<file path="src/rtl/comp_seq_ctrl.sv">
// comp_seq_ctrl: serial MSB-first 2-bit-slice magnitude comparator with valid/ready handshakes.
// Define COMP_SEQ_EARLY_EXIT_EN to finish on the first differing slice.
module comp_seq_ctrl #(
  parameter int WIDTH = 8,
  parameter int SLICES = WIDTH / 2,
  parameter int CW = $clog2(SLICES) + 1
) (
  input  logic             Clk,
  input  logic             Rst_n,
  input  logic             In_Valid,
  output logic             In_Ready,
  input  logic [WIDTH-1:0] A,
  input  logic [WIDTH-1:0] B,
  output logic             Out_Valid,
  input  logic             Out_Ready,
  output logic             Less,
  output logic             Equal,
  output logic [CW-1:0]    Count
);
  localparam int IW = SLICES > 1 ? $clog2(SLICES) : 1;
  typedef enum logic [1:0] {IDLE, RUN, DONE} state_e;
  state_e           state_q;
  logic [WIDTH-1:0] a_q, b_q;
  logic [IW-1:0]    idx_q;
  logic             eq_q, lacc_q, less_q, equal_q;
  logic [CW-1:0]    cnt_q, count_q;
  logic [1:0]       a_s, b_s;
  logic             eq_d, less_d, fin;
  logic [CW-1:0]    cnt_d;
  assign a_s    = 2'(a_q >> {idx_q, 1'b0});
  assign b_s    = 2'(b_q >> {idx_q, 1'b0});
  assign less_d = lacc_q | (eq_q & (a_s < b_s));
  assign eq_d   = eq_q & (a_s == b_s);
  assign cnt_d  = cnt_q + CW'(1);
`ifdef COMP_SEQ_EARLY_EXIT_EN
  assign fin = (idx_q == '0) || (a_s != b_s);
`else
  assign fin = idx_q == '0;
`endif
  assign In_Ready  = state_q == IDLE;
  assign Out_Valid = state_q == DONE;
  assign Less      = less_q;
  assign Equal     = equal_q;
  assign Count     = count_q;
  // Result registers load only on finish so they stay stable through IDLE.
  always_ff @(posedge Clk or negedge Rst_n) begin
    if (!Rst_n) begin
      state_q <= IDLE;
      a_q     <= '0;
      b_q     <= '0;
      idx_q   <= '0;
      eq_q    <= 1'b0;
      lacc_q  <= 1'b0;
      cnt_q   <= '0;
      less_q  <= 1'b0;
      equal_q <= 1'b0;
      count_q <= '0;
    end else begin
      case (state_q)
        IDLE: if (In_Valid) begin
          a_q     <= A;
          b_q     <= B;
          idx_q   <= IW'(SLICES - 1);
          eq_q    <= 1'b1;
          lacc_q  <= 1'b0;
          cnt_q   <= '0;
          state_q <= RUN;
        end
        RUN: begin
          lacc_q <= less_d;
          eq_q   <= eq_d;
          cnt_q  <= cnt_d;
          if (fin) begin
            less_q  <= less_d;
            equal_q <= eq_d;
            count_q <= cnt_d;
            state_q <= DONE;
          end else idx_q <= idx_q - IW'(1);
        end
        DONE: if (Out_Ready) state_q <= IDLE;
        default: state_q <= IDLE;
      endcase
    end
  end
endmodule

</file>
<file path="config.mk">
export PLATFORM = sky130hd
export DESIGN_NAME = comp_seq_ctrl
export DESIGN_NICKNAME = d
export VERILOG_FILES = /design/src/rtl/comp_seq_ctrl.sv
export SDC_FILE = /design/constraint.sdc
export NUM_CORES = 1
export LEC_CHECK = 0
export ABC_AREA = 1
export CAP_MARGIN = 25
export CORE_MARGIN = 5
export CORE_UTILIZATION = 45
export DETAILED_ROUTE_END_ITERATION = 8
export GPL_TIMING_DRIVEN = 0
export PLACE_DENSITY_LB_ADDON = 0.12
export SLEW_MARGIN = 30
export SYNTH_ARGS = -nofsm -noshare
export SYNTH_HDL_FRONTEND = slang
export SYNTH_SLANG_ARGS = --single-unit
</file>
<file path="constraint.sdc">
create_clock -name Clk -period 2.12 [get_ports Clk]
set_clock_uncertainty 0.05 [all_clocks]
set_input_delay 0.318 -clock Clk [delete_from_list [all_inputs] [get_ports Clk]]
set_output_delay 0.318 -clock Clk [all_outputs]
set_load 0.02 [all_outputs]
</file>
==> results of run 1 <==
## final timing paths
kind,endpoint,slack (ns),cells after the start
worst max-delay path,Out_Valid,0.13,3
min in group asynchronous,idx_q[0]$_DFFE_PN0P_,0.48,2
worst min register to register,b_q[7]$_DFFE_PN0P_,0.43,2
worst max register to register,eq_q$_DFFE_PN0P_,0.32,10
max in group asynchronous,state_q[1]$_DFFE_PN0P_,1.09,2
worst min-delay path,a_q[6]$_DFFE_PN0P_,0.27,3
## synth_stat cells
cell | instances | area, µm²
inv_2 | 2 | 7.51
buf_4 | 3 | 22.5
o21ai_2 | 5 | 43.8
o31ai_1 | 1 | 7.51
nor2_1 | 8 | 30.0
a21oi_1 | 3 | 15.0
buf_6 | 3 | 33.8
xnor2_1 | 1 | 8.76
ha_1 | 4 | 50.1
nor2_8 | 1 | 20.0
o211ai_1 | 2 | 15.0
nand3_1 | 25 | 125
inv_1 | 12 | 45.0
o21ai_0 | 5 | 25.0
buf_2 | 4 | 20.0
nand2_1 | 67 | 251
nand2_2 | 1 | 6.26
dfrtp_1 | 30 | 751
nor2_4 | 1 | 11.3
nand2_4 | 1 | 11.3
## placed cells by master, fill, tap and decap left out
cell,count
nor2_4,1
nor2_8,1
dlygate4sd2_1,1
buf_6,3
dfrtp_2,1
ha_1,4
dfrtp_1,29
a21oi_1,3
buf_2,5
inv_2,2
o21ai_0,5
nand2_2,1
nor2_1,8
clkbuf_1,1
inv_1,12
o211ai_1,2
dlygate4sd3_1,1
clkdlybuf4s50_1,23
nand2_4,1
o21ai_2,5
clkbuf_4,5
o31ai_1,1
nand2_1,67
clkinv_2,1
nand3_1,25
buf_4,3
clkbuf_8,1
xnor2_1,1
## per-layer routing
metal  up-vias  global-route usage
met5         -                   0
met4         0              0.0759
met3         5              0.0549
met2        33               0.278
met1       576               0.192
li1        634                   -
## power by group through the flow
stage / logic [mW] / clock network, mW / registers (mW)
2_1_floorplan: 0.985 / 0 / 1.01
3_3_place_gp: 1.36 / 0 / 0.985
3_5_place_dp: 1.42 / 0 / 0.994
4_1_cts: 1.41 / 0.363 / 0.985
5_1_grt: 1.63 / 0.386 / 1.01
6_report: 1.40 / 0.355 / 0.981
## what timing repair did
item	in CTS	in global routing
hold buffers	1	0
gates resized for setup	2	0
endpoints found under the hold margin	30	0
setup endpoints to repair	2	0
## metrics by stage
| stage | power (mW) | util |
|---|---|---|
| floorplan | 1.99 | - |
| global placement | 2.35 | 0.550 |
| detailed placement | 2.41 | 0.549 |
| CTS | 2.76 | 0.570 |
| global route | 3.03 | 0.570 |
| finish | 2.74 | 0.570 |
## state kept, by name, indices dropped and copies added (netlist names)
name and count:
b_q 8, eq_q 1, state_q 2, lacc_q 1, idx_q 2, a_q 8, Equal 1, Count 3
cnt_q 3, Less 1
## area by class of cell
class	count	share of cell area
clock buffer	7	0.0294
multi-input combinational	125	0.331
inverter	14	0.0281
clock inverter	1	0.00267
tap	46	0.0307
buffer	10	0.0407
sequential	30	0.401
timing repair buffer	26	0.136
## kinds of logic (layout without fill, tap and decap cells)
kind of cell	Yosys count	count (layout)	synth area share
and+or+nand+nor	104	104	0.304
AOI/OAI and AO/OA	16	16	0.0709
xor gates and xnor gates	1	1	0.00584
adders and majority gates	4	4	0.0334
DFF	30	30	0.500
buffers and inverters	24	58	0.0859
## worst max-delay path, cell delays in order (launching register included)
cell and delay [ns]:
dfrtp_2 0.48, inv_2 0.10, nor2_1 0.09, clkdlybuf4s50_1 0.61
==> impl_metrics.yaml, run 1 <==
power:
  combPwrFrac: 0.512
  p_leak_nw: 0.966
  p_switching_mw: 1.16
  clockPowerShare: 0.130
  internal_power_mw: 1.57
  irDropWorstVdd_uv: 564
  power_density_nw_per_um2: 1460
  p_sw_frac: 0.426
  pwr-share-seq: 0.359
placement:
  gp_congestion: 0.891
  post-place-cells: 250
  dp_hpwl_um: 2300
  port_buffers: 25
  place_area_um2: 1800
  pre_cts_ws_ns: 0.256
synthesis:
  avgSynthCellArea_um2: 8.38
  syn_inst: 179
  synth_warnings: 0
  synth.ff_latch_count: 30
  synth_cell_types: 20
  synth_area_um2: 1500
  seq_area_frac_synth: 0.500
  syn_nets: 203
floorplanning:
  die_area_um2: 4590
  die_h_um: 67.7
  core_area_um2: 3280
  pin_count: 27
  placementRows: 21
  start_util: 0.457
  fp.dieW_um: 67.7
cells_and_area:
  regArea_um2: 752
  synthToLayoutAreaGrowth_pct: 24.9
  multiInputGateArea_um2: 621
  instances_no_fill: 259
  drive_above_1_share: 0.141
  diodes: 0
  nFillCells: 321
  postLayoutCellArea_um2: 1870
  nets: 236
sta:
  rsz0062_at_grt: "false"
  slew_headroom: 0.567
  fin_crit_sh: 0.939
  finalWorstSetupSlack_ns: 0.129
  final.min_clock_period_ns: 1.99
  hold_ws_ns: 0.268
  max_freq_mhz: 502
  tns_ns: 0
  tightest_slew_ns: 0.650
  drv_slew: 0
  setup_viol: 0
  final_hold_viol_count: 0
critical_path:
  crit_start: "state_q[1]$_DFFE_PN0P_"
  critPathArrivalTime_ns: 1.62
  timing.rr.start: "idx_q[0]$_DFFE_PN0P_"
  critPathMaxFanout: 6
  critical_path_class: "flop to primary output"
  worst_setup_path_end_kind: "primary output"
  cp-start-kind: "flop"
  crit_required_ns: 1.75
hold_path:
  min_from: "In_Valid"
  hp-class: "primary input to flop"
route:
  ant_nets: 0
  post_drt_wl_per_cell_um: 11.9
  highest_layer: "met4"
  routed-wl-met2_um: 1550
  drtIter0Drc: 56
  wl_um: 3090
  drt-met1-wl_um: 1330
  via_count: 1248
  drc: 0
  drtPass1Iterations: 4
  avgViaCountPerCell: 4.82
  wl_met3_um: 160
global_route:
  grt_usage: 0.166
  antenna_found_initial: 0
  grt_pass1_vias: 1331
  grt_first_pass_wirelength_um: 5640
  grt-ovfl-total: 0
  grt_max_degree: 31
clocking:
  cts_buffers: 5
  cts_setup_buffers: 0
  cts.sinks: 30
  cts_root_buf: "clkbuf_4"
  path_clk_slew_ns: 0.09
  tritoncts: "built"
  clock_latency_ns: 0.34
  ctsHtreeMaxLevel: 2
  cts_buffer_depth: 2
flow_run:
  maxCapViolCount: 0
status:
  status: "completed"
(Power assumes the default switching activity.)
==> run 2: changes to the inputs <==
--- a/config.mk
+++ b/config.mk
@@ -9,6 +9,7 @@
 export CAP_MARGIN = 25
 export CORE_MARGIN = 5
 export CORE_UTILIZATION = 45
+export CTS_BUF_LIST = sky130_fd_sc_hd__clkbuf_8 sky130_fd_sc_hd__clkbuf_16
 export DETAILED_ROUTE_END_ITERATION = 8
 export GPL_TIMING_DRIVEN = 0
 export PLACE_DENSITY_LB_ADDON = 0.12
==> run 2 against run 1 <==
Compared with the run above:
- sequential share of layout area fell by 0.45 points
- wire length did not move
- worst setup slack improved by 0.068 ns
- non-clock buffer count fell by 1
- fmax rose by 3.5%
- worst hold slack got worse by 0.26 ns
- critical endpoint unchanged
- largest cell class unchanged
- highest routed layer unchanged
==> impl_metrics.yaml, run 2 (synthesis gave the netlist of run 1 again) <==
critical_path:
  critPathArrivalTime_ns: 1.56
  critPathMaxFanout: 6
  crit_required_ns: 1.75
  cp-start-kind: "flop"
  critical_path_class: "flop to primary output"
  worst_setup_path_end_kind: "primary output"
power:
  internal_power_mw: 1.67
  combPwrFrac: 0.492
  p_switching_mw: 1.17
  pwr-share-seq: 0.346
  clockPowerShare: 0.161
  p_leak_nw: 0.979
  irDropWorstVdd_uv: 583
  power_density_nw_per_um2: 1500
  p_sw_frac: 0.413
sta:
  max_freq_mhz: 520
  final_hold_viol_count: 0
  fin_crit_sh: 0.907
  setup_viol: 0
  rsz0062_at_grt: "false"
  drv_slew: 0
  tns_ns: 0
  final.min_clock_period_ns: 1.92
  tightest_slew_ns: 0.652
  slew_headroom: 0.565
clocking:
  cts.sinks: 30
  tritoncts: "built"
  ctsHtreeMaxLevel: 2
  cts_buffers: 5
  cts_setup_buffers: 0
  cts_buffer_depth: 2
  hold_buffers: 0
  cts_root_buf: "clkbuf_8"
  clock_latency_ns: 0.28
  path_clk_slew_ns: 0.06
placement:
  gp_congestion: 0.891
  place_area_um2: 1800
  dp_hpwl_um: 2300
  port_buffers: 25
global_route:
  grt_usage: 0.165
  grt_pass1_vias: 1336
  grt_first_pass_wirelength_um: 5600
  grt_max_degree: 31
  antenna_found_initial: 0
  grt-ovfl-total: 0
cells_and_area:
  synthToLayoutAreaGrowth_pct: 26.3
  drive_above_1_share: 0.142
  final_common_cell: "nand2_1"
  postLayoutCellArea_um2: 1890
  nFillCells: 322
  diodes: 0
  nets: 235
  largestRegisters: "a_q (8), b_q (8)"
  most-common-layout-cells: "nand2_1, dfrtp_1, nand3_1"
route:
  wl_um: 3090
  ant_nets: 0
  drtIter0Drc: 61
  via_count: 1259
  drc: 0
  avgViaCountPerCell: 4.88
  post_drt_wl_per_cell_um: 12.0
  drtPass1Iterations: 4
floorplanning:
  pin_count: 27
  die_h_um: 67.7
  fp.dieW_um: 67.7
  core_area_um2: 3280
  placementRows: 21
  die_area_um2: 4590
  start_util: 0.457
flow_run:
  maxCapViolCount: 0
hold_path:
  hp-class: "primary input to async pin"
status:
  status: "completed"
[run 2: layer usage]
layer / vias up / share of wire / GRT usage
met5: - / 0 / 0
met4: 0 / 0.0055 / 0.0684
met3: 2 / 0.054 / 0.0549
met2: 36 / 0.51 / 0.282
met1: 593 / 0.43 / 0.188
li1: 628 / - / -
[run 2: final timing paths]
path	start	to	slack [ns]	cells past startpoint
max in group asynchronous	Rst_n	state_q[1]$_DFFE_PN0P_	1.55	1
setup / recovery	state_q[1]$_DFFE_PN0P_	Out_Valid	0.20	3
hold reg to reg	b_q[7]$_DFFE_PN0P_	b_q[7]$_DFFE_PN0P_	0.43	2
min in group Clk	In_Valid	a_q[6]$_DFFE_PN0P_	0.34	3
setup reg to reg	idx_q[0]$_DFFE_PN0P_	eq_q$_DFFE_PN0P_	0.33	10
hold / removal	Rst_n	Count[2]$_DFFE_PN0P_	0.01	1
[run 2: cell type report]
| cell class | count | area (µm²) | share of cell area |
|---|---|---|---|
| Tap cell | 46 | 57.6 | 0.0304 |
| Timing Repair Buffer | 25 | 244 | 0.129 |
| Inverter | 14 | 52.6 | 0.0277 |
| Sequential cell | 30 | 752 | 0.397 |
| Clock buffer | 6 | 82.6 | 0.0436 |
| Buffer | 10 | 76.3 | 0.0403 |
| Clock inverter | 2 | 8.76 | 0.00462 |
| Multi-Input combinational cell | 125 | 621 | 0.328 |
[run 2: per-stage QoR]
stage          hold WS, ns  instances  setup slack [ns]  total power [mW]  utilization
3_5_place_dp         0.334        250             0.256              2.41        0.549
4_1_cts             0.0246        258            0.0731              2.87        0.576
6_report            0.0120        258             0.197              2.84        0.577
2_1_floorplan      -0.0276        179             0.547              1.99            -
3_3_place_gp         0.405        250             0.175              2.35        0.550
5_1_grt             0.0648        258            0.0984              3.14        0.577
[run 2: power by group through the flow]
stage | combinational (mW) | clock (mW) | sequential, mW
2_1_floorplan | 0.985 | 0 | 1.01
3_3_place_gp | 1.36 | 0 | 0.985
3_5_place_dp | 1.42 | 0 | 0.994
4_1_cts | 1.41 | 0.471 | 0.986
5_1_grt | 1.63 | 0.495 | 1.02
6_report | 1.40 | 0.458 | 0.985
[run 2: critical path: stages, from the launching register on]
cell and delay, ns:
dfrtp_2 0.47, inv_2 0.10, nor2_1 0.09, clkdlybuf4s50_1 0.61
[run 2: repair_timing]
action	CTS	global route
gates resized for setup	1	1
pin swaps	0	0
setup endpoints to repair	1	1
==> run 3: changes to the inputs <==
--- a/config.mk
+++ b/config.mk
@@ -7,12 +7,13 @@
 export LEC_CHECK = 0
 export ABC_AREA = 1
 export CAP_MARGIN = 25
+export CORE_ASPECT_RATIO = 1.4
 export CORE_MARGIN = 5
 export CORE_UTILIZATION = 45
 export CTS_BUF_LIST = sky130_fd_sc_hd__clkbuf_8 sky130_fd_sc_hd__clkbuf_16
 export DETAILED_ROUTE_END_ITERATION = 8
 export GPL_TIMING_DRIVEN = 0
-export PLACE_DENSITY_LB_ADDON = 0.12
+export PLACE_DENSITY = 0.7
 export SLEW_MARGIN = 30
 export SYNTH_ARGS = -nofsm -noshare
 export SYNTH_HDL_FRONTEND = slang
==> run 3 against run 2 <==
Compared with the run above:
- via count shrank 2.1%
- worst hold slack about the same
- die area is 0.35% higher
- critical path type unchanged
- largest cell class unchanged
- sequential power fell by 0.4%
- register-to-register slack barely moved
- core utilization is 2.1 points higher
==> impl_metrics.yaml, run 3 (synthesis gave the netlist of run 1 again) <==
global_route:
  met1_usage: 0.151
  antenna_found_initial: 0
  busiest_layer: "met2"
  grt-ovfl-total: 0
  grt_usage: 0.146
  grt_util_met3: 0.0476
  grt_pass1_vias: 1241
  grt_max_degree: 31
  grt_first_pass_wirelength_um: 5160
  grt_use_met2: 0.259
sta:
  setup_viol: 0
  drv_slew: 0
  rsz0062_at_grt: "false"
  final_hold_viol_count: 0
  tightest_slew_ns: 0.650
  max_freq_mhz: 493
  final.min_clock_period_ns: 2.03
  tns_ns: 0
  slew_headroom: 0.567
  fin_crit_sh: 0.956
power:
  power_density_nw_per_um2: 1500
  p_leak_nw: 0.981
  irDropWorstVdd_uv: 918
floorplanning:
  die_h_um: 78.3
  placementRows: 24
  core_area_um2: 3150
  start_util: 0.476
  pin_count: 27
  die_area_um2: 4600
  fp.dieW_um: 58.8
clocking:
  cts_root_buf: "clkbuf_8"
  cts.sinks: 30
  cts_buffer_depth: 2
  hold_buffers: 0
  clock_latency_ns: 0.28
  cts_buffers: 5
  ctsHtreeMaxLevel: 2
  path_clk_slew_ns: 0.06
  cts_setup_buffers: 0
  tritoncts: "built"
critical_path:
  critical_path_class: "flop to primary output"
  worst_setup_path_end_kind: "primary output"
  crit_required_ns: 1.75
  cp-start-kind: "flop"
  critPathMaxFanout: 6
  critPathArrivalTime_ns: 1.66
  rr_worst_depth: 10
cells_and_area:
  nFillCells: 305
  synthToLayoutAreaGrowth_pct: 25.6
  largestRegisters: "a_q (8), b_q (8)"
  multiInputGateArea_um2: 621
  most-common-layout-cells: "nand2_1, dfrtp_1, nand3_1"
  final_core_util: 0.598
  final_common_cell: "nand2_1"
  nets: 235
  drive_above_1_share: 0.137
  regArea_um2: 751
  diodes: 0
route:
  drtIter0Drc: 40
  via_count: 1232
  drc: 0
  drtPass1Iterations: 4
  wl_um: 2990
  ant_nets: 0
  avgViaCountPerCell: 4.91
  post_drt_wl_per_cell_um: 11.9
flow_run:
  maxCapViolCount: 0
placement:
  port_buffers: 25
  dp_hpwl_um: 2280
  gp_congestion: 0.859
status:
  status: "completed"
hold_path:
  hp-class: "primary input to async pin"
-- run 3: cell count changes in the layout (fill, tap and decap cells not counted) --
| cell | delta |
|---|---|
| dfrtp_1 | +1 |
| dfrtp_2 | -1 |
-- run 3: worst max-delay path: stages, from the launching register on --
cell and delay, ns:
dfrtp_1 0.55, inv_2 0.12, nor2_1 0.10, clkdlybuf4s50_1 0.60
-- run 3: layout make-up --
cell class / count / area share
multi-input cells: 125 / 0.329
plain buffers: 10 / 0.0405
clock inverters: 2 / 0.00465
clock buffers: 6 / 0.0438
well taps: 39 / 0.0259
flip-flops and latches: 30 / 0.398
repair buffers: 25 / 0.129
inverters: 14 / 0.0279
-- run 3: worst paths after layout --
check                                       start              endpoint  slack (ns)
setup / recovery           state_q[1]$_DFFE_PN0P_             Out_Valid        0.09
max in group asynchronous                   Rst_n    a_q[5]$_DFFE_PN0P_        1.59
setup reg to reg             idx_q[0]$_DFFE_PN0P_      eq_q$_DFFE_PN0P_        0.34
hold / removal                              Rst_n  Count[2]$_DFFE_PN0P_        0.01
min in group Clk                         In_Valid    b_q[7]$_DFFE_PN0P_        0.33
hold reg to reg                b_q[5]$_DFFE_PN0P_    b_q[5]$_DFFE_PN0P_        0.42
-- run 3: where the power goes --
group	switching [mW]	total [mW]	internal, mW
clock	0.202	0.458	0.256
combinational	0.809	1.39	0.579
sequential	0.147	0.981	0.835
total	1.16	2.83	1.67
-- run 3: what timing repair did --
item | in CTS | in global routing
endpoints found under the hold margin | 0 | 0
gates resized for setup | 1 | 0
endpoints found under the setup margin | 1 | 0
-- run 3: through the flow --
step	cells	total power [mW]	setup WS, ns	hold slack [ns]	cell area (µm²)
after floorplan	179	1.99	0.547	-0.0276	1500
after detailed placement	243	2.40	0.263	0.333	1790
after global routing	251	3.08	0.0175	0.0745	1880
after global placement	243	2.34	0.213	0.404	1800
final	251	2.83	0.0935	0.0120	1880
after CTS	251	2.87	0.0706	0.0243	1880
-- run 3: layer usage --
metal	share of wire	vias up	routed length, µm
met5	0	-	0
met4	0.021	0	62
met3	0.057	5	171
met1	0.38	572	1150
met2	0.54	24	1600
li1	-	631	-
